**config.mk**
```make
export PLATFORM = sky130hd
export DESIGN_NAME = bus_arbiter8_flat
export DESIGN_NICKNAME = d
export VERILOG_FILES = /design/src/rtl/bus_arbiter8_if.sv /design/src/rtl/bus_arbiter8.sv /design/src/flat_wrapper.sv
export SDC_FILE = /design/constraint.sdc
export NUM_CORES = 1
export LEC_CHECK = 0
export ABC_AREA = 1
export CORE_MARGIN = 2
export CORE_UTILIZATION = 46
export DETAILED_ROUTE_END_ITERATION = 16
export PLACE_DENSITY = 0.81
export RECOVER_POWER = 50
export SYNTH_ARGS = -nofsm -noshare
export SYNTH_HDL_FRONTEND = slang
export SYNTH_SLANG_ARGS = --single-unit
```
**constraint.sdc**
```tcl
create_clock -name clk -period 3.5 [get_ports clk]
set_clock_uncertainty 0.2 [all_clocks]
set_input_delay 0.525 -clock clk [delete_from_list [all_inputs] [get_ports clk]]
set_output_delay 0.525 -clock clk [all_outputs]
set_load 0.03 [all_outputs]
```
**src/rtl/bus_arbiter8_if.sv**
```systemverilog
// -----------------------------------------------------------------------------
// bus_arbiter8_if -- handshake/bus bundle between eight requesters, the
// arbiter and the downstream sink.
//   req       : per-requester request, bit i = requester i
//   in_data   : packed request lanes, requester i at [i*DATA_W +: DATA_W]
//   out_ready : sink accepts the current word
//   out_valid : out_data holds a granted word
//   out_data  : granted lane
//   sel       : index of the granted requester
//   grant     : one-hot grant, zero when idle
//   ack       : one-hot transfer pulse to the granted requester
// Modports: master = requesters/sink side, slave = arbiter side.
// -----------------------------------------------------------------------------
interface bus_arbiter8_if #(
    parameter int DATA_W = 4
);
    logic [7:0]          req;
    logic [8*DATA_W-1:0] in_data;
    logic                out_ready;
    logic                out_valid;
    logic [DATA_W-1:0]   out_data;
    logic [2:0]          sel;
    logic [7:0]          grant;
    logic [7:0]          ack;

    modport master (
        output req, in_data, out_ready,
        input  out_valid, out_data, sel, grant, ack
    );

    modport slave (
        input  req, in_data, out_ready,
        output out_valid, out_data, sel, grant, ack
    );
endinterface

```
**src/rtl/bus_arbiter8.sv**
```systemverilog
// -----------------------------------------------------------------------------
// bus_arbiter8 -- 8-requester round-robin bus arbiter with an 8:1 data mux.
//   clk   : single clock, all state on the rising edge
//   rst_n : asynchronous active-low reset
//   bus   : bus_arbiter8_if.slave (req/in_data/out_ready in,
//           out_valid/out_data/sel/grant/ack out)
// Optional feature: define BUS_ARB_BURST_EN to let a requester keep its grant
// for up to BURST_LEN consecutive transfers while it keeps requesting.
// Without it every transfer releases the grant.
// -----------------------------------------------------------------------------
module bus_arbiter8 #(
    parameter int DATA_W    = 4,
    parameter int BURST_LEN = 4
) (
    input  logic          clk,
    input  logic          rst_n,
    bus_arbiter8_if.slave bus
);
    typedef enum logic {S_IDLE, S_GRANT} state_t;

    state_t     r_state;
    logic [2:0] r_ptr;
    logic [2:0] r_sel;
    logic [7:0] r_grant;
    logic       r_valid;

`ifdef BUS_ARB_BURST_EN
    localparam int BW = $clog2(BURST_LEN + 1);
    logic [BW-1:0] r_beats;
`endif

    logic       w_xfer;
    logic       w_keep;
    logic       w_any;
    logic [2:0] w_start;
    logic [2:0] w_idx;
    logic [2:0] w_win;

    assign w_xfer = r_valid & bus.out_ready;
    assign w_any  = |bus.req;

    // While granted the only arbitration that matters is the one on transfer,
    // which starts just past the served requester: it is scanned last, so it
    // wins again only if nobody else is requesting.
    assign w_start = (r_state == S_GRANT) ? r_sel + 3'd1 : r_ptr;

    // Descending scan so the lowest offset from w_start is the final write.
    always_comb begin
        w_win = w_start;
        w_idx = w_start;
        for (int k = 7; k >= 0; k--) begin
            w_idx = w_start + 3'(k);
            if (bus.req[w_idx]) w_win = w_idx;
        end
    end

`ifdef BUS_ARB_BURST_EN
    // Stay on the current requester while it still asks and the beat budget
    // is not yet spent (r_beats counts completed transfers minus one).
    assign w_keep = bus.req[r_sel] & (r_beats < BW'(BURST_LEN - 1));
`else
    assign w_keep = 1'b0;
`endif

    always_ff @(posedge clk or negedge rst_n) begin
        if (!rst_n) begin
            r_state <= S_IDLE;
            r_ptr   <= 3'd0;
            r_sel   <= 3'd0;
            r_grant <= 8'd0;
            r_valid <= 1'b0;
`ifdef BUS_ARB_BURST_EN
            r_beats <= '0;
`endif
        end else begin
            case (r_state)
                S_IDLE: begin
                    if (w_any) begin
                        r_sel   <= w_win;
                        r_grant <= 8'd1 << w_win;
                        r_valid <= 1'b1;
                        r_state <= S_GRANT;
`ifdef BUS_ARB_BURST_EN
                        r_beats <= '0;
`endif
                    end
                end
                S_GRANT: begin
                    if (w_xfer && w_keep) begin
`ifdef BUS_ARB_BURST_EN
                        r_beats <= r_beats + 1'b1;
`endif
                    end else if (w_xfer) begin
                        // Release and hand over with no idle bubble.
                        r_ptr <= r_sel + 3'd1;
                        if (w_any) begin
                            r_sel   <= w_win;
                            r_grant <= 8'd1 << w_win;
`ifdef BUS_ARB_BURST_EN
                            r_beats <= '0;
`endif
                        end else begin
                            r_grant <= 8'd0;
                            r_valid <= 1'b0;
                            r_state <= S_IDLE;
                        end
                    end else if (!bus.req[r_sel]) begin
                        // Requester withdrew before being served: no ack,
                        // pointer untouched, arbitrate again from IDLE.
                        r_grant <= 8'd0;
                        r_valid <= 1'b0;
                        r_state <= S_IDLE;
                    end
                end
                default: r_state <= S_IDLE;
            endcase
        end
    end

    assign bus.out_valid = r_valid;
    assign bus.sel       = r_sel;
    assign bus.grant     = r_grant;
    assign bus.out_data  = bus.in_data[r_sel*DATA_W +: DATA_W];
    assign bus.ack       = r_grant & {8{r_valid & bus.out_ready}};
endmodule

```
**src/flat_wrapper.sv**
```systemverilog
// flat-port wrapper written by rule: the top's interface ports become plain ports
module bus_arbiter8_flat 
#(
    parameter int DATA_W    = 4,
    parameter int BURST_LEN = 4
)
  (clk, rst_n, bus_req, bus_in_data, bus_out_ready, bus_out_valid, bus_out_data, bus_sel, bus_grant, bus_ack);
  bus_arbiter8_if #(.DATA_W(DATA_W)) bus_i ();
  input  logic clk;
  input  logic rst_n;
  input wire logic [$bits(bus_i.req)-1:0] bus_req;
  input wire logic [$bits(bus_i.in_data)-1:0] bus_in_data;
  input wire logic [$bits(bus_i.out_ready)-1:0] bus_out_ready;
  output wire logic [$bits(bus_i.out_valid)-1:0] bus_out_valid;
  output wire logic [$bits(bus_i.out_data)-1:0] bus_out_data;
  output wire logic [$bits(bus_i.sel)-1:0] bus_sel;
  output wire logic [$bits(bus_i.grant)-1:0] bus_grant;
  output wire logic [$bits(bus_i.ack)-1:0] bus_ack;
  assign bus_i.req = bus_req;
  assign bus_i.in_data = bus_in_data;
  assign bus_i.out_ready = bus_out_ready;
  assign bus_out_valid = bus_i.out_valid;
  assign bus_out_data = bus_i.out_data;
  assign bus_sel = bus_i.sel;
  assign bus_grant = bus_i.grant;
  assign bus_ack = bus_i.ack;
  bus_arbiter8 #(.DATA_W(DATA_W), .BURST_LEN(BURST_LEN)) u_core (.clk(clk), .rst_n(rst_n), .bus(bus_i));
endmodule
```
* After elaboration in Yosys (flattened, before gate mapping) *
Index checks and enable logic that the tools add are counted.

word-level totals
  register bits = 16
  input bits = 43

cells by class
  $lt $le $gt $ge = 9
  add/sub/neg operators = 8
  muxes and demuxes = 44
  bitwise gates (word level) = 3
  shifts and indexed selects = 2
  equal/unequal tests = 4
  reductions and logical operators = 4

operator list
  cell                   number
  $lt A3 B4 Y1 const B   9
  $mux W3                11
  $mux W8                4
  $shiftx A32 B6 Y4      1
  $bmux W1 S3            9
  $mux W1                16
  $pmux W8 S2            1
  $add A3 B3 Y3 const B  4
  $and A8 B8 Y8          1
  $reduce_or A8 Y1       1
  $shl A1 B3 Y8 const A  1
  $add A3 B1 Y3 const B  2
  $add A3 B2 Y3 const B  2
  $ne A3 B3 Y1 const B   2
  $pmux W3 S2            1
  $pmux W1 S2            2
  $reduce_and A2 Y1      2
  $reduce_and A3 Y1      1
  $ne A2 B1 Y1 const B   1
  $ne A2 B2 Y1 const B   1
  $and A1 B1 Y1          1
  $not A1 Y1             1

* Depth between registers and ports, before layout *
Gate-level depths: netlist of run 1.

  word-level depth = 17
  depth in mapped cells = 23
  depth with buffers taken out = 22

* Worst setup path before layout of run 1 *
Ideal clock, no wire load.

  path type = register to register
  start = register u_core.r_sel[0] (netlist: u_core.bus.sel[0])
  end = register u_core.r_grant[2] (netlist: u_core.bus.grant[2])
  path buffers = 1
  setup slack = 0.545 ns
  clock period less this slack = 2.955 ns
  data arrival time = 2.638 ns
  library setup time = 0.118 ns
  cell stages (with the launch flop) = 21
  path through = dfrtp_1 ha_1 nand2_1 nand2_2 buf_4 ha_1 nand3_1 o21ai_2 nand2_2 nand2_1 inv_1 nand2_1 nand2_1 nand2_1 nand2_1 nand2_2 nand3_2 nand2_4 nor2_4 nand3_1 nand2_1

on the way
  word-level cells in the longest chain between the ends = 17
  elaborated cells on any way between the ends = 42
  those cells by class = add/sub: 8; eq/ne: 1; shift: 1; mux: 31; reduce/logical: 1

RTL lines
  what                           line                                    RTL
  from (decl)                    bus_arbiter8.sv:23                      logic [2:0] r_sel;
  from (signal assigned)         bus_arbiter8.sv:79                      r_sel <= w_win;
  from (signal assigned)         bus_arbiter8.sv:97                      r_sel <= w_win;
  $add A3 B1 Y3                  bus_arbiter8.sv:45                      assign w_start = (r_state == S_GRANT) ? r_sel + 3'd1 : r_ptr;
  $mux W3                        bus_arbiter8.sv:45
  $add A3 B3 Y3                  bus_arbiter8.sv:52                      w_idx = w_start + 3'(k);
  $bmux W1 S3                    bus_arbiter8.sv:53                      if (bus.req[w_idx]) w_win = w_idx;
  $mux W1 (not written as such)  bus_arbiter8.sv:53
  $mux W3 (8 in a row)           bus_arbiter8.sv:53
  $shl A1 B3 Y8                  bus_arbiter8.sv:80, bus_arbiter8.sv:98
  $mux W8                        bus_arbiter8.sv:96                      if (w_any) begin
  $mux W8                        bus_arbiter8.sv:93                      end else if (w_xfer) begin
  $pmux W8 S2                    bus_arbiter8.sv:76                      case (r_state)
  to (signal assigned)           bus_arbiter8.sv:80                      r_grant <= 8'd1 << w_win;
  to (signal assigned)           bus_arbiter8.sv:98                      r_grant <= 8'd1 << w_win;
  to (decl)                      bus_arbiter8.sv:24                      logic [7:0] r_grant;

Several ways; a longest one is shown, not always the timed one. The select of a mux whose other input is x is not followed.
A chain may end at the register's enable or synchronous reset.

* Final worst setup path of run 1 *
  start = register u_core.r_sel[0] (netlist: u_core.bus.sel[0])
  end = output bus_out_data[3]

on the way
  word-level cells in the longest chain between the ends = 1

RTL lines
  what               line                 RTL
  $shiftx A32 B6 Y4  bus_arbiter8.sv:123  assign bus.out_data = bus.in_data[r_sel*DATA_W +: DATA_W];
  to (decl)          flat_wrapper.sv:15   output wire logic [$bits(bus_i.out_data)-1:0] bus_out_data;

No other way between the ends.

==> results of run 1 <==
## routing by layer
metal	GRT usage	part of all wire
met5	0	0
met4	0.08715	0.014
met3	0.03343	0.053
met2	0.4049	0.46
met1	0.3526	0.47
## final cells by class
cell class              instances  area (um^2)
well taps                      50        62.56
fillers                       356         1340
inverters                      44        170.2
clock buffers                   4        55.05
flip-flops and latches         16        400.4
repair buffers                 70        690.7
multi-input cells             280         1339
## cells in the final DEF (no fill, tap or decap), types with 3 or more instances in the layout
| cell type | netlist | layout |
|---|---|---|
| dlygate4sd3_1 | 0 | 11 |
| dfrtp_1 | 16 | 16 |
| clkdlybuf4s50_1 | 0 | 55 |
| nand2_4 | 3 | 3 |
| inv_1 | 36 | 36 |
| nand2_2 | 14 | 14 |
| nand2_1 | 111 | 111 |
| o21ai_1 | 3 | 3 |
| inv_2 | 6 | 6 |
| a31oi_1 | 4 | 4 |
| o22ai_1 | 4 | 4 |
| buf_4 | 1 | 4 |
| ha_1 | 3 | 3 |
| nor2_1 | 47 | 47 |
| o21ai_0 | 23 | 23 |
| a21oi_1 | 13 | 13 |
| nand3_1 | 39 | 39 |
| nand3_2 | 4 | 4 |
| clkbuf_8 | 0 | 4 |
## state kept, by name, indices dropped and copies added (netlist names)
name                  count
u_core.r_state            1
u_core.bus.grant          8
u_core.bus.sel            3
u_core.r_ptr              3
u_core.bus.out_valid      1
## final timing paths
path                                                 start                               to  slack, ns
setup / recovery             u_core.bus.sel[0]$_DFFE_PN0P_                  bus_out_data[3]       0.41
hold / removal             u_core.bus.grant[7]$_DFFE_PN0P_  u_core.bus.grant[7]$_DFFE_PN0P_       0.31
setup reg to reg                  u_core.r_state$_DFF_PN0_  u_core.bus.grant[6]$_DFFE_PN0P_       0.59
hold reg to reg            u_core.bus.grant[7]$_DFFE_PN0P_  u_core.bus.grant[7]$_DFFE_PN0P_       0.31
max in group asynchronous                            rst_n  u_core.bus.grant[4]$_DFFE_PN0P_       2.07
min in group asynchronous                            rst_n  u_core.bus.grant[2]$_DFFE_PN0P_       0.58
## stage by stage
stage	instance area (um^2)	util
floorplan	1974	-
detailed placement	2663	0.6562
CTS	2718	0.6698
global placement	2663	0.6562
global route	2718	0.6698
finish	2718	0.6698
## cells by family after synthesis
family	after synthesis	synth area share
adders and majority gates	3	0.01901
and+or+nand+nor	224	0.5095
buffers and inverters	54	0.1191
AOI/OAI and AO/OA	53	0.1495
DFF	16	0.2028
## tightest hold or removal path, delay by kind of cell (launching register included)
kind	cells	cell delay, ns
and+or+nand+nor	2	0.12
DFF	1	0.36
==> impl_metrics.py, run 1 <==
metrics = {
    "run_status": {
        "outcome": "completed",
    },
    "die": {
        "design.die.area_um2": 4832,
        "initial_core_util": 0.4866,
        "die_height_um": 69.52,
        "ioPinCount": 67,
        "placeableCoreArea_um2": 4058,
        "rows": 23,
        "die-width_um": 69.52,
    },
    "global_route": {
        "maximum_number_of_pins_on_one_net_before_global_route_repair": 25,
        "grt_antenna_before_repair": 0,
        "via_count_of_the_first_global_routing_pass": 2357,
        "globalRouteTotalUtil": 0.2537,
        "grt_pass1_wl_mm": 10.43,
        "global_route.overflow_total": 0,
    },
    "yosys": {
        "main_flop_type_after_synthesis": "dfrtp_1",
        "synth_cell_types": 29,
        "synth_top_cells_by_area": "nand2_1 (21%), dfrtp_1 (20%), nand3_1 (9.9%)",
        "synth.largest_area_cell": "nand2_1",
        "async_reset_ff_frac": 1.000,
        "post-synth-top-count-cell": "nand2_1",
        "post_synth_instance_area_um2": 1974,
        "syn_nets": 396,
        "yosys.area.top_type_share": 0.2110,
        "post_synth.cell_area_avg_um2": 5.641,
        "synth_sequential_area_ratio": 0.2028,
        "synth_edf_count": 0,
        "synthesis.instances": 350,
        "synth_top_cells_by_count": "nand2_1 (111), nor2_1 (47), nand3_1 (39)",
        "ys_warn_count": 0,
        "seq_cells_post_synth": 16,
    },
    "sta": {
        "setup_repair_after_global_routing_missed_its_margin": "no",
        "finalSetupViolCount": 0,
        "layout_worst_path_cycle_share": 0.8816,
        "timing_max_transition_violations_final": 0,
        "worst_pin_slew_ns": 0.8644,
        "whs_ns": 0.3053,
        "final.min_clock_period_ns": 3.085,
        "headroom_to_the_max_slew_limit": 0.4199,
        "max_freq_ghz": 0.3241,
        "final-hold-violation-count": 0,
        "final_worst_slack_ns": 0.4145,
        "setup_total_negative_slack_ns": 0,
    },
    "finish": {
        "finish.cell_count_without_fillers": 464,
        "layout-drive-gt1-share": 0.1014,
        "num_antenna_cells": 0,
        "final_net_count": 461,
        "layout_area_overhead_pct": 37.64,
    },
    "clock_tree": {
        "cts_hold_buf": 0,
        "clk_pin_slew_worst_paths_ns": 0.06,
        "cts_htree_levels": 1,
        "clock_insertion_delay_worst_skew_ns": 0.25,
        "post_cts.resized_instances": 0,
        "tritoncts.num_buffers": 3,
        "cts_root_buffer": "clkbuf_8",
        "cts_tree": "built",
        "clock_path_buffers": 2,
        "post-cts-setup-buffer-count": 0,
        "numClockSinks": 16,
    },
    "worst_setup_path": {
        "rr_worst_depth": 19,
        "worst-endpoint-required_ns": 2.77,
        "cp_max_fanout": 24,
        "path_cells": "buf_4 > inv_2 > buf_4 > o21ai_0 > o22ai_1 > nor2_1 > a31oi_1 > clkdlybuf4s50_1",
        "worst_path_most_repeated_cell": "buf_4",
        "critical_path_class": "reg -> out",
        "cp_num_cells": 8,
        "slowest_stage": "clkdlybuf4s50_1",
        "timing.critical_path.from_type": "register",
        "largest_delay_share_family_worst_path": "buffers and inverters",
        "path_buf_inv": 4,
        "arrival_ns": 2.36,
        "endpoint_kind": "output port",
        "worst_path_max_stage_delay_ns": 0.69,
    },
    "hold_path": {
        "hold_path_depth": 2,
        "min-delay-path-class": "reg -> reg",
    },
    "place": {
        "place.detailed.hpwl_mm": 4.790,
        "gp_congestion": 0.8736,
        "io_buf_count": 66,
        "pre_cts_ws_ns": 0.6064,
        "dp_cells": 460,
    },
    "drt": {
        "avgViaCountPerCell": 5.179,
        "drt.antenna.violating_nets": 0,
        "detail_route.wl_per_cell_um": 13.00,
        "drt-initial-drc-count": 196,
        "drt_wl_total_mm": 6.033,
        "first_pass_iters": 4,
        "num_vias": 2403,
        "drc_errors": 0,
    },
    "job": {
        "drv_cap": 0,
    },
}
Power of run 1 is left out: the tool's default activity adds up to more than one toggle a clock period on the data nets, which glitch-free logic cannot reach.
==> run 2: changes to the inputs <==
==> constraint.sdc (replaced) <==
create_clock -name clk -period 3.5 [get_ports clk]
set_clock_uncertainty 0.2 [all_clocks]
set_input_delay 0.35 -clock clk [delete_from_list [all_inputs] [get_ports clk]]
set_output_delay 0.35 -clock clk [all_outputs]
set_load 0.03 [all_outputs]
==> run 2 against run 1 <==
Compared with the run above: utilization unchanged; hold slack worse by 0.0085 ns; sequential share of layout area unchanged; critical path type is now reg -> reg; final cell count unchanged; first-iteration DRC count down 19%; maximum frequency down 0.26%; highest routed layer unchanged; global-route usage down 0.21 points; sequential cell count unchanged; non-clock buffer count unchanged; design area unchanged; wire length down 4.3%; count of clock-buffer cells in the layout unchanged.
==> impl_metrics.py, run 2 (synthesis gave the netlist of run 1 again) <==
metrics = {
    "finish": {
        "final_common_cell": "nand2_1",
        "most_used_cells_in_the_layout_excluding_fill_and_tap_cells": "nand2_1 (111), clkdlybuf4s50_1 (55), nor2_1 (47), nand3_1 (39), inv_1 (36)",
        "number_of_flip_flops_in_the_largest_register": 8,
        "layout-drive-gt1-share": 0.1014,
        "layout_area_overhead_pct": 37.64,
        "post-route-util": 0.6698,
        "fillcell_total": 378,
        "multi_input_comb_area_um2": 1339,
        "num_antenna_cells": 0,
        "sequential_cell_area_um2": 400.4,
        "finish.cell_count_without_fillers": 464,
        "final_net_count": 461,
    },
    "clock_tree": {
        "post-cts-setup-buffer-count": 0,
        "numClockSinks": 16,
        "clock_insertion_delay_worst_skew_ns": 0.24,
        "tritoncts.num_buffers": 3,
        "cts_tree": "built",
        "cts_htree_levels": 1,
        "post_cts.resized_instances": 0,
        "clk_pin_slew_worst_paths_ns": 0.06,
        "cts_root_buffer": "clkbuf_8",
        "cts_hold_buf": 0,
        "clock_path_buffers": 2,
    },
    "global_route": {
        "global_route.overflow_total": 0,
        "globalRouteTotalUtil": 0.2517,
        "grt_pass1_wl_mm": 10.37,
        "grt_antenna_before_repair": 0,
        "maximum_number_of_pins_on_one_net_before_global_route_repair": 22,
        "via_count_of_the_first_global_routing_pass": 2398,
    },
    "sta": {
        "worst_pin_slew_ns": 0.7062,
        "whs_ns": 0.2967,
        "timing_max_transition_violations_final": 0,
        "layout_worst_path_cycle_share": 0.8839,
        "setup_repair_after_global_routing_missed_its_margin": "no",
        "final-hold-violation-count": 0,
        "finalSetupViolCount": 0,
        "setup_total_negative_slack_ns": 0,
        "final.min_clock_period_ns": 3.094,
        "max_freq_ghz": 0.3232,
        "headroom_to_the_max_slew_limit": 0.5276,
    },
    "die": {
        "placeableCoreArea_um2": 4058,
        "initial_core_util": 0.4866,
        "die_height_um": 69.52,
        "ioPinCount": 67,
        "rows": 23,
        "die-width_um": 69.52,
        "design.die.area_um2": 4832,
    },
    "drt": {
        "detail_route.wl_per_cell_um": 12.45,
        "num_vias": 2396,
        "met3_wirelength_um": 240,
        "drc_errors": 0,
        "drt-initial-drc-count": 158,
        "drt_wl_total_mm": 5.776,
        "avgViaCountPerCell": 5.164,
        "top_layer": "met4",
        "drt.antenna.violating_nets": 0,
        "wl_met2_mm": 2.752,
        "routed_met1_length_mm": 2.702,
        "first_pass_iters": 4,
    },
    "worst_setup_path": {
        "cp_max_fanout": 14,
        "worst-endpoint-required_ns": 3.49,
        "largest_delay_share_family_worst_path": "simple AND/OR/NAND/NOR gates",
        "slowest_stage": "dfrtp_1",
        "critical_path_class": "reg -> reg",
        "path_cells": "ha_1 > nand2_1 > nand2_2 > ha_1 > nand3_1 > o21ai_2 > nand2_2 > nand2_1 > nor2_1 > nand2_1 > nand2_1 > nand2_1 > nand2_1 > nand2_1 > nand2_1 > nand2_1 > nor2_1 > nand3_1 > nand2_1",
        "worst_path_most_repeated_cell": "nand2_1",
        "path_buf_inv": 0,
        "timing.critical_path.from_type": "register",
        "endpoint_kind": "register",
        "arrival_ns": 3.08,
        "worst_path_max_stage_delay_ns": 0.58,
    },
    "place": {
        "dp_cells": 460,
        "io_buf_count": 66,
        "gp_congestion": 0.9407,
        "place.detailed.hpwl_mm": 4.681,
    },
    "job": {
        "drv_cap": 0,
    },
    "hold_path": {
        "min-delay-path-class": "reg -> reg",
    },
    "run_status": {
        "outcome": "completed",
    },
}
run 2: cell counts in the layout (fill, tap and decap cells not counted):
Identical to the previous run, type by type.
run 2: path summary, 6_finish.rpt:
path                                                  from  depth (start not counted)  slack, ns                              end
max                          u_core.bus.sel[1]$_DFFE_PN0P_                         19       0.41  u_core.bus.grant[6]$_DFFE_PN0P_
min                        u_core.bus.grant[7]$_DFFE_PN0P_                          2       0.30  u_core.bus.grant[7]$_DFFE_PN0P_
max reg2reg                  u_core.bus.sel[1]$_DFFE_PN0P_                         19       0.41  u_core.bus.grant[6]$_DFFE_PN0P_
min reg2reg                u_core.bus.grant[7]$_DFFE_PN0P_                          2       0.30  u_core.bus.grant[7]$_DFFE_PN0P_
max in group asynchronous                            rst_n                          1       2.26  u_core.bus.grant[5]$_DFFE_PN0P_
min in group asynchronous                            rst_n                          1       0.40  u_core.bus.grant[2]$_DFFE_PN0P_
run 2: per-layer routing:
metal / vias up / track usage
li1: 1250 / -
met1: 1075 / 0.3396
met2: 61 / 0.4295
met3: 10 / 0.02180
met4: 0 / 0.06972
met5: - / 0
run 2: final cells by class:
class	instances	area share
well taps	50	0.02302
repair buffers	70	0.2541
inverters	44	0.06261
flip-flops and latches	16	0.1473
clock buffers	4	0.02026
multi-input cells	280	0.4926
run 2: per-stage QoR:
stage	cell area (um^2)	setup WS, ns
after CTS	2718	0.4221
after global routing	2718	0.05536
after floorplan	1974	0.5449
final	2718	0.4064
after global placement	2663	0.5249
after detailed placement	2663	0.4669
run 2: worst register-to-register path, stage by stage (launching register included):
cell and delay [ns]:
dfrtp_1 0.58, ha_1 0.34, nand2_1 0.10, nand2_2 0.07
ha_1 0.40, nand3_1 0.14, o21ai_2 0.08, nand2_2 0.08
nand2_1 0.10, nor2_1 0.11, nand2_1 0.08, nand2_1 0.06
nand2_1 0.04, nand2_1 0.05, nand2_1 0.05, nand2_1 0.09
nand2_1 0.09, nor2_1 0.20, nand3_1 0.11, nand2_1 0.07
Power of run 2 is left out for the same reason.
==> run 3: changes to the inputs <==
Settings changed: CORE_MARGIN 2 to unset, TNS_END_PERCENT set to 5.
==> run 3 against run 2 <==
Compared with the run above: sequential cell count unchanged; hold slack better by 0.0061 ns; design area up 0.28%; non-clock buffer count up 1; utilization grew 0.19 points; global-route usage up 2.7 points.
==> impl_metrics.py, run 3 (synthesis gave the netlist of run 1 again) <==
metrics = {
    "drt": {
        "top_layer": "met4",
        "drt.antenna.violating_nets": 0,
        "detail_route.wl_per_cell_um": 12.40,
        "drt_wl_total_mm": 5.765,
        "met3_wirelength_um": 279,
        "drc_errors": 0,
        "num_vias": 2387,
        "drt-initial-drc-count": 224,
        "routed_met1_length_mm": 2.665,
        "first_pass_iters": 4,
        "wl_met2_mm": 2.747,
        "avgViaCountPerCell": 5.133,
    },
    "place": {
        "gp_congestion": 0.8924,
        "io_buf_count": 66,
        "place.detailed.hpwl_mm": 4.619,
    },
    "global_route": {
        "maximum_number_of_pins_on_one_net_before_global_route_repair": 22,
        "globalRouteTotalUtil": 0.2784,
        "grt_pass1_wl_mm": 9.694,
        "global_route.overflow_total": 0,
        "grt_antenna_before_repair": 0,
        "via_count_of_the_first_global_routing_pass": 2141,
    },
    "clock_tree": {
        "cts_hold_buf": 0,
        "cts_htree_levels": 1,
        "clock_path_buffers": 2,
        "post-cts-setup-buffer-count": 0,
        "cts_root_buffer": "clkbuf_8",
        "clk_pin_slew_worst_paths_ns": 0.06,
        "clock_insertion_delay_worst_skew_ns": 0.25,
        "cts_tree": "built",
        "numClockSinks": 16,
        "post_cts.resized_instances": 0,
        "tritoncts.num_buffers": 3,
    },
    "finish": {
        "fillcell_total": 371,
        "number_of_flip_flops_in_the_largest_register": 8,
        "final_common_cell": "nand2_1",
        "layout_area_overhead_pct": 38.02,
        "sequential_cell_area_um2": 400.4,
        "layout-drive-gt1-share": 0.1036,
        "multi_input_comb_area_um2": 1339,
        "num_antenna_cells": 0,
        "most_used_cells_in_the_layout_excluding_fill_and_tap_cells": "nand2_1 (111), clkdlybuf4s50_1 (55), nor2_1 (47), nand3_1 (39), inv_1 (36)",
        "final_net_count": 462,
    },
    "job": {
        "drv_cap": 0,
    },
    "worst_setup_path": {
        "startpoint_of_the_most_critical_register_to_register_path": "u_core.bus.sel[1]$_DFFE_PN0P_",
        "critical_path_class": "reg -> reg",
        "timing.critical_path.from_type": "register",
        "worstSetupStartpoint": "u_core.bus.sel[1]$_DFFE_PN0P_",
        "worst-endpoint-required_ns": 3.49,
        "reg2reg_slack_ns": 0.40,
        "crit_path_end": "u_core.bus.grant[6]$_DFFE_PN0P_",
        "rr_endpoint": "u_core.bus.grant[6]$_DFFE_PN0P_",
        "cp_max_fanout": 14,
        "endpoint_kind": "register",
        "arrival_ns": 3.09,
        "rr_worst_depth": 19,
    },
    "sta": {
        "max_freq_ghz": 0.3228,
        "worst_pin_slew_ns": 0.7285,
        "headroom_to_the_max_slew_limit": 0.5127,
        "timing_max_transition_violations_final": 0,
        "setup_repair_after_global_routing_missed_its_margin": "no",
        "finalSetupViolCount": 0,
        "final.min_clock_period_ns": 3.098,
        "final-hold-violation-count": 0,
        "layout_worst_path_cycle_share": 0.8851,
        "setup_total_negative_slack_ns": 0,
    },
    "die": {
        "design.die.area_um2": 4558,
        "die-width_um": 67.52,
        "placeableCoreArea_um2": 4058,
        "ioPinCount": 67,
        "initial_core_util": 0.4866,
        "die_height_um": 67.52,
        "rows": 23,
    },
    "run_status": {
        "outcome": "completed",
    },
    "hold_path": {
        "min-delay-path-class": "reg -> reg",
    },
}
-- run 3: area by class of cell --
class                      instances  share of cell area
clock buffer                       4             0.02020
inverter                          44             0.06244
multi-input combinational        280              0.4913
sequential                        16              0.1469
tap                               50             0.02296
timing repair buffer              71              0.2562
-- run 3: how the worst min path moves through the flow --
| stage | start | endpoint | slack, ns | depth (start not counted) |
|---|---|---|---|---|
| 6_report | u_core.bus.grant[2]$_DFFE_PN0P_ | u_core.bus.grant[2]$_DFFE_PN0P_ | 0.30 | 2 |
| 5_1_grt | u_core.bus.grant[4]$_DFFE_PN0P_ | u_core.bus.grant[4]$_DFFE_PN0P_ | 0.33 | 2 |
| 4_1_cts | u_core.bus.grant[2]$_DFFE_PN0P_ | u_core.bus.grant[2]$_DFFE_PN0P_ | 0.31 | 2 |
| 3_5_place_dp | u_core.bus.grant[6]$_DFFE_PN0P_ | u_core.bus.grant[6]$_DFFE_PN0P_ | 0.29 | 2 |
| 3_3_place_gp | u_core.bus.grant[2]$_DFFE_PN0P_ | u_core.bus.grant[2]$_DFFE_PN0P_ | 0.29 | 2 |
| 2_1_floorplan | rst_n | u_core.bus.grant[0]$_DFFE_PN0P_ | -0.15 | 0 |
-- run 3: critical path: stages, from the launching register on --
cell     delay, ns
dfrtp_1       0.62
ha_1          0.35
nand2_1       0.09
nand2_2       0.06
ha_1          0.40
nand3_1       0.14
o21ai_2       0.09
nand2_2       0.08
nand2_1       0.10
nor2_1        0.10
nand2_1       0.06
nand2_1       0.06
nand2_1       0.05
nand2_1       0.05
nand2_1       0.05
nand2_1       0.09
nand2_1       0.07
nor2_1        0.19
nand3_1       0.11
nand2_1       0.07
-- run 3: layer usage --
metal	track usage	up-vias
met4	0.08245	0
met3	0.02196	8
li1	-	1251
met2	0.4691	54
met1	0.3749	1074
met5	0	-
-- run 3: per-stage QoR --
stage          cell area [um^2]  cells  utilization  setup slack, ns  hold slack [ns]
4_1_cts                    2725    465       0.6716           0.3987           0.3107
2_1_floorplan              1974    350            -           0.5449          -0.1456
6_report                   2725    465       0.6716           0.4022           0.3028
3_3_place_gp               2670    461       0.6580           0.5065           0.2912
3_5_place_dp               2670    461       0.6580           0.4150           0.2890
5_1_grt                    2725    465       0.6716          0.05793           0.3310
Power of run 3 is left out for the same reason.
==> patch 1 (flow settings as in run 1) <==
`DATA_W` is set to 4 in 3 places; all go to 6.
--- a/src/rtl/bus_arbiter8_if.sv
+++ b/src/rtl/bus_arbiter8_if.sv
@@ -14,3 +14,3 @@
 interface bus_arbiter8_if #(
-    parameter int DATA_W = 4
+    parameter int DATA_W = 6
 );
--- a/src/rtl/bus_arbiter8.sv
+++ b/src/rtl/bus_arbiter8.sv
@@ -11,3 +11,3 @@
 module bus_arbiter8 #(
-    parameter int DATA_W    = 4,
+    parameter int DATA_W    = 6,
     parameter int BURST_LEN = 4
--- a/src/flat_wrapper.sv
+++ b/src/flat_wrapper.sv
@@ -3,3 +3,3 @@
 #(
-    parameter int DATA_W    = 4,
+    parameter int DATA_W    = 6,
     parameter int BURST_LEN = 4
Interface: changed (resized bus_in_data and bus_out_data); port bits go from 67 to 85. The function was not compared with the original's and may differ.
==> patch 1 against run 1 <==
- worst hold slack worse by 7.8 ps
- via count rose by 9.6%
- sequential cell count did not move
- die area grew 4.3%
- wire length up 6.1%
- cell area rose by 10%
- synthesized area is 4.6% higher
- worst setup slack improved by 8.5 ps
Power is left out: the tool's default activity adds up to more than one toggle a clock period on the data nets, which glitch-free logic cannot reach.
==> patch 1: results (changes against run 1) <==
DP Worst Slack=544.9 ps (was 606.4 ps); post-CTS sizing=0 (unchanged); post-synthesis mux area share=0 (unchanged); drt first pass iters=5 (was 4); top cells by area, synth=nand2_1 (21%), dfrtp_1 (19%), nor2_1 (11%) (was nand2_1 (21%), dfrtp_1 (20%), nand3_1 (9.9%)); layout cells sized above 1=0.07407 (was 0.1014); met1 wire length=2837 um (was 2849 um); area post-placement=2937 sq um (was 2663 sq um); initial antenna violation count=0 (unchanged); status=finished, final reports clean (unchanged); DP Wirelength=5070 um (was 4790 um); drt first-iter violations=144 (was 196); met3 wire length=284 um (was 321 um); Compound-Gate Fraction of Synth Area=0.1727 (was 0.1496); Slew @ Worst Pin=708.6 ps (was 864.4 ps); top post-synthesis cells by count=nand2_1 (117), nor2_1 (61), nand3_1 (40) (was nand2_1 (111), nor2_1 (47), nand3_1 (39)); Routed WL per cell=12.52 um (was 13.00 um); vias in the first global route=2420 (was 2357); sequential share of the synthesized area=0.1939 (was 0.2028); Adder-Cell Fraction of Synth Area=0.01818 (was 0.01901); fin nets=522 (was 461); syn nets=441 (was 396); Tot GR Track Use=0.2530 (was 0.2537); ant diodes=0 (unchanged); via count=2633 (was 2403); RD Place Congestion=0.9154 (was 0.8736); pin count of the biggest net entering global routing=26 (was 25); first-pass GRT wire length=10450 um (was 10430 um); post-synthesis cell type count=26 (was 29); Routed met2 length=3220 um (was 2774 um); FILL cells=404 (was 356)
patch 1: cell count changes after synthesis, moves of 2 or more:
cell | before | now
a31oi_1 | 4 | 6
clkbuf_1 | 7 | 10
nand2_2 | 14 | 9
buf_6 | 1 | 3
nand2_1 | 111 | 117
inv_1 | 36 | 38
o22ai_1 | 4 | 6
o21ai_0 | 23 | 31
nor2_1 | 47 | 61
patch 1: final cells by class:
cell class / count / area, sq um / area share
clock buffers: 4 / 55.05 / 0.01840
inverters: 44 / 170.2 / 0.05688
flip-flops and latches: 16 / 400.4 / 0.1338
repair buffers: 89 / 878.3 / 0.2936
multi-input cells: 306 / 1423 / 0.4755
well taps: 52 / 65.06 / 0.02175
patch 1: tightest hold or removal path, delay by kind of cell, from the launching register on:
kind             cells  cell delay, ps
and+or+nand+nor      2             110
DFF                  1             350
patch 1: routing by layer:
metal | global-route usage | vias to the layer above
li1 | - | 1381
met1 | 0.3301 | 1150
met2 | 0.4486 | 92
met3 | 0.01994 | 10
met4 | 0.07128 | 0
met5 | 0 | -
patch 1: final timing paths:
| check | cells past startpoint | endpoint | from | slack [ps] |
|---|---|---|---|---|
| min in group asynchronous | 1 | u_core.bus.grant[2] | rst_n | 570 |
| max in group asynchronous | 1 | u_core.bus.grant[3] | rst_n | 2080 |
| worst min register to register | 2 | u_core.bus.grant[6] | u_core.bus.grant[6] | 300 |
| worst max-delay path | 7 | bus_out_data[4] | u_core.bus.sel[0] | 420 |
| worst max register to register | 19 | u_core.bus.grant[0] | u_core.r_state | 510 |
| worst min-delay path | 2 | u_core.bus.grant[6] | u_core.bus.grant[6] | 300 |
patch 1: metrics by stage:
stage	instances	utilization
2_1_floorplan	379	-
3_3_place_gp	507	0.6791
3_5_place_dp	507	0.6791
4_1_cts	511	0.6918
5_1_grt	511	0.6918
6_report	511	0.6918
==> patch 2 (settings of run 1) <==
Without the edit above. Reset style: synchronous (`rst_n`), changed in one clocked block. Comments in the files are not updated.
--- a/src/rtl/bus_arbiter8.sv
+++ b/src/rtl/bus_arbiter8.sv
@@ -64,3 +64,3 @@
 
-    always_ff @(posedge clk or negedge rst_n) begin
+    always_ff @(posedge clk) begin
         if (!rst_n) begin
Check against the original RTL: differs if rst_n is asserted again (counterexample within 4 cycles, from zero or initial values and one cycle with rst_n low); with rst_n held inactive, the same outputs for 10 cycles.
==> patch 2 against run 1 <==
- critical path depth increased by 10
- synthesized area decreased by 5.7%
- wire length is 5.6% lower
- sequential share of layout area fell by 2.3 points
- cell area down 4.9%
- via count is 0.83% higher
- first-iteration DRC count is 22% lower
- cell count fell by 0.22%
- sequential cell count unchanged
- worst setup slack lost 27 ps
- non-clock buffer count down 3
- largest cell class unchanged
==> patch 2: results (changes against run 1) <==
top post-synthesis cells by count=nand2_1 (110), nor2_1 (46), nand3_1 (41) (was nand2_1 (111), nor2_1 (47), nand3_1 (39)); status=finished, final reports clean (unchanged); ant diodes=0 (unchanged); # port buffers=66 (unchanged); pin count of the biggest net entering global routing=23 (was 25); first-pass GRT wire length=9321 um (was 10430 um); number of vias per cell=5.233 (was 5.179); top cells by area, synth=nand2_1 (22%), dfxtp_1 (17%), nand3_1 (11%) (was nand2_1 (21%), dfrtp_1 (20%), nand3_1 (9.9%)); Yosys warnings=0 (unchanged); worst-skew pair later-pin latency=250 ps (about the same); drt first pass iters=5 (was 4); sequential share of the synthesized area=0.1720 (was 0.2028); max reg flops=8 (unchanged); Mean Syn Cell Area=5.259 sq um (was 5.641 sq um); vias in the first global route=2179 (was 2357); H-tree depth=1 (unchanged); post-synthesis cell type count=28 (was 29); layout cells sized above 1=0.06053 (was 0.1014); CP Max Fanout=15 (was 24); DP Worst Slack=330.8 ps (was 606.4 ps); post-synthesis async set-or-reset flop share=0 (was 1.000); RD Place Congestion=0.8903 (was 0.8736); Placed Cells=459 (was 460); Tot GR Track Use=0.2602 (was 0.2537); Main synth FF type=dfxtp_1 (was dfrtp_1); CP arrival=3090 ps (was 2360 ps); syn nets=400 (was 396); via count=2423 (was 2403); drt first-iter violations=152 (was 196); DP Wirelength=4435 um (was 4790 um); Routed WL per cell=12.30 um (was 13.00 um); R2R cell count=18 (was 19); Slew Limit Headroom=0.6914 (was 0.4199)
-- patch 2: cell count changes in the layout (fill, tap and decap cells not counted), sizes merged, moves of 2 or more --
| cell | change |
|---|---|
| a21oi | +12 |
| nand2 | -10 |
| dfrtp | -16 |
| o21a | +2 |
| dfxtp | +16 |
| dlygate4sd3 | +6 |
| buf | -3 |
| o21ai | -3 |
| clkdlybuf4s50 | -6 |
-- patch 2: kinds of logic (layout without fill, tap and decap cells) --
group                      count (synthesis)  count (layout)  synth area share
adders and majority gates                  3               3           0.02016
AOI/OAI and AO/OA                         66              66            0.1942
buffers and inverters                     56             115            0.1257
and+or+nand+nor                          213             213            0.4879
DFF                                       16              16            0.1720
-- patch 2: critical path: stages, from the launching register on --
cell and delay, ps:
dfxtp_1 470, ha_1 290, nand2_1 90, nand2_2 200, ha_1 470, nand3_1 100
o21ai_1 100, nand2_1 100, nand2_1 80, inv_1 50, nand2_1 50, nand2_1 50
nand2_1 50, nand2_1 50, nand2_1 50, nand2_1 90, a21oi_1 280, nand3_1 120
a21oi_1 140
-- patch 2: per-stage QoR --
step | hold WS [ps] | instance area [sq um]
after floorplan | 262.9 | 1862
after global placement | 272.4 | 2529
after detailed placement | 271.3 | 2529
after CTS | 281.3 | 2584
after global routing | 315.7 | 2585
final | 279.4 | 2585
-- patch 2: final timing paths --
path / start / endpoint / slack [ps]
max: u_core.bus.sel[0] / u_core.bus.grant[2] / 390
min: u_core.bus.grant[4] / u_core.bus.grant[4] / 280
max reg2reg: u_core.bus.sel[0] / u_core.bus.grant[2] / 390
min reg2reg: u_core.bus.grant[4] / u_core.bus.grant[4] / 280
-- patch 2: timing repair --
item | 4_1_cts | 5_1_grt
setup endpoints to repair | 0 | 5
resized for setup | 0 | 1
hold buffers | 0 | 0
-- patch 2: power groups by stage --
| stage | Combinational, mW | Clock, mW | Sequential, mW |
|---|---|---|---|
| floorplan | 0.959 | 0 | 0.333 |
| global placement | 1.36 | 0 | 0.280 |
| detailed placement | 1.38 | 0 | 0.282 |
| CTS | 1.38 | 0.164 | 0.279 |
| global route | 1.54 | 0.173 | 0.288 |
| finish | 1.39 | 0.161 | 0.279 |
-- patch 2: layout make-up --
type,instances,area [sq um]
clock buffers,4,55.05
fillers,382,1358
inverters,44,170.2
multi-input cells,282,1308
flip-flops and latches,16,321.6
well taps,50,62.56
repair buffers,67,668.1
-- patch 2: metal layers --
metal  global-route usage  vias to the layer above  share of wire
met5                    0                        -              0
met4              0.08929                        0          0.022
met3              0.02833                       18          0.048
met2               0.4632                       86           0.48
met1               0.3216                     1056           0.45
li1                     -                     1263              -
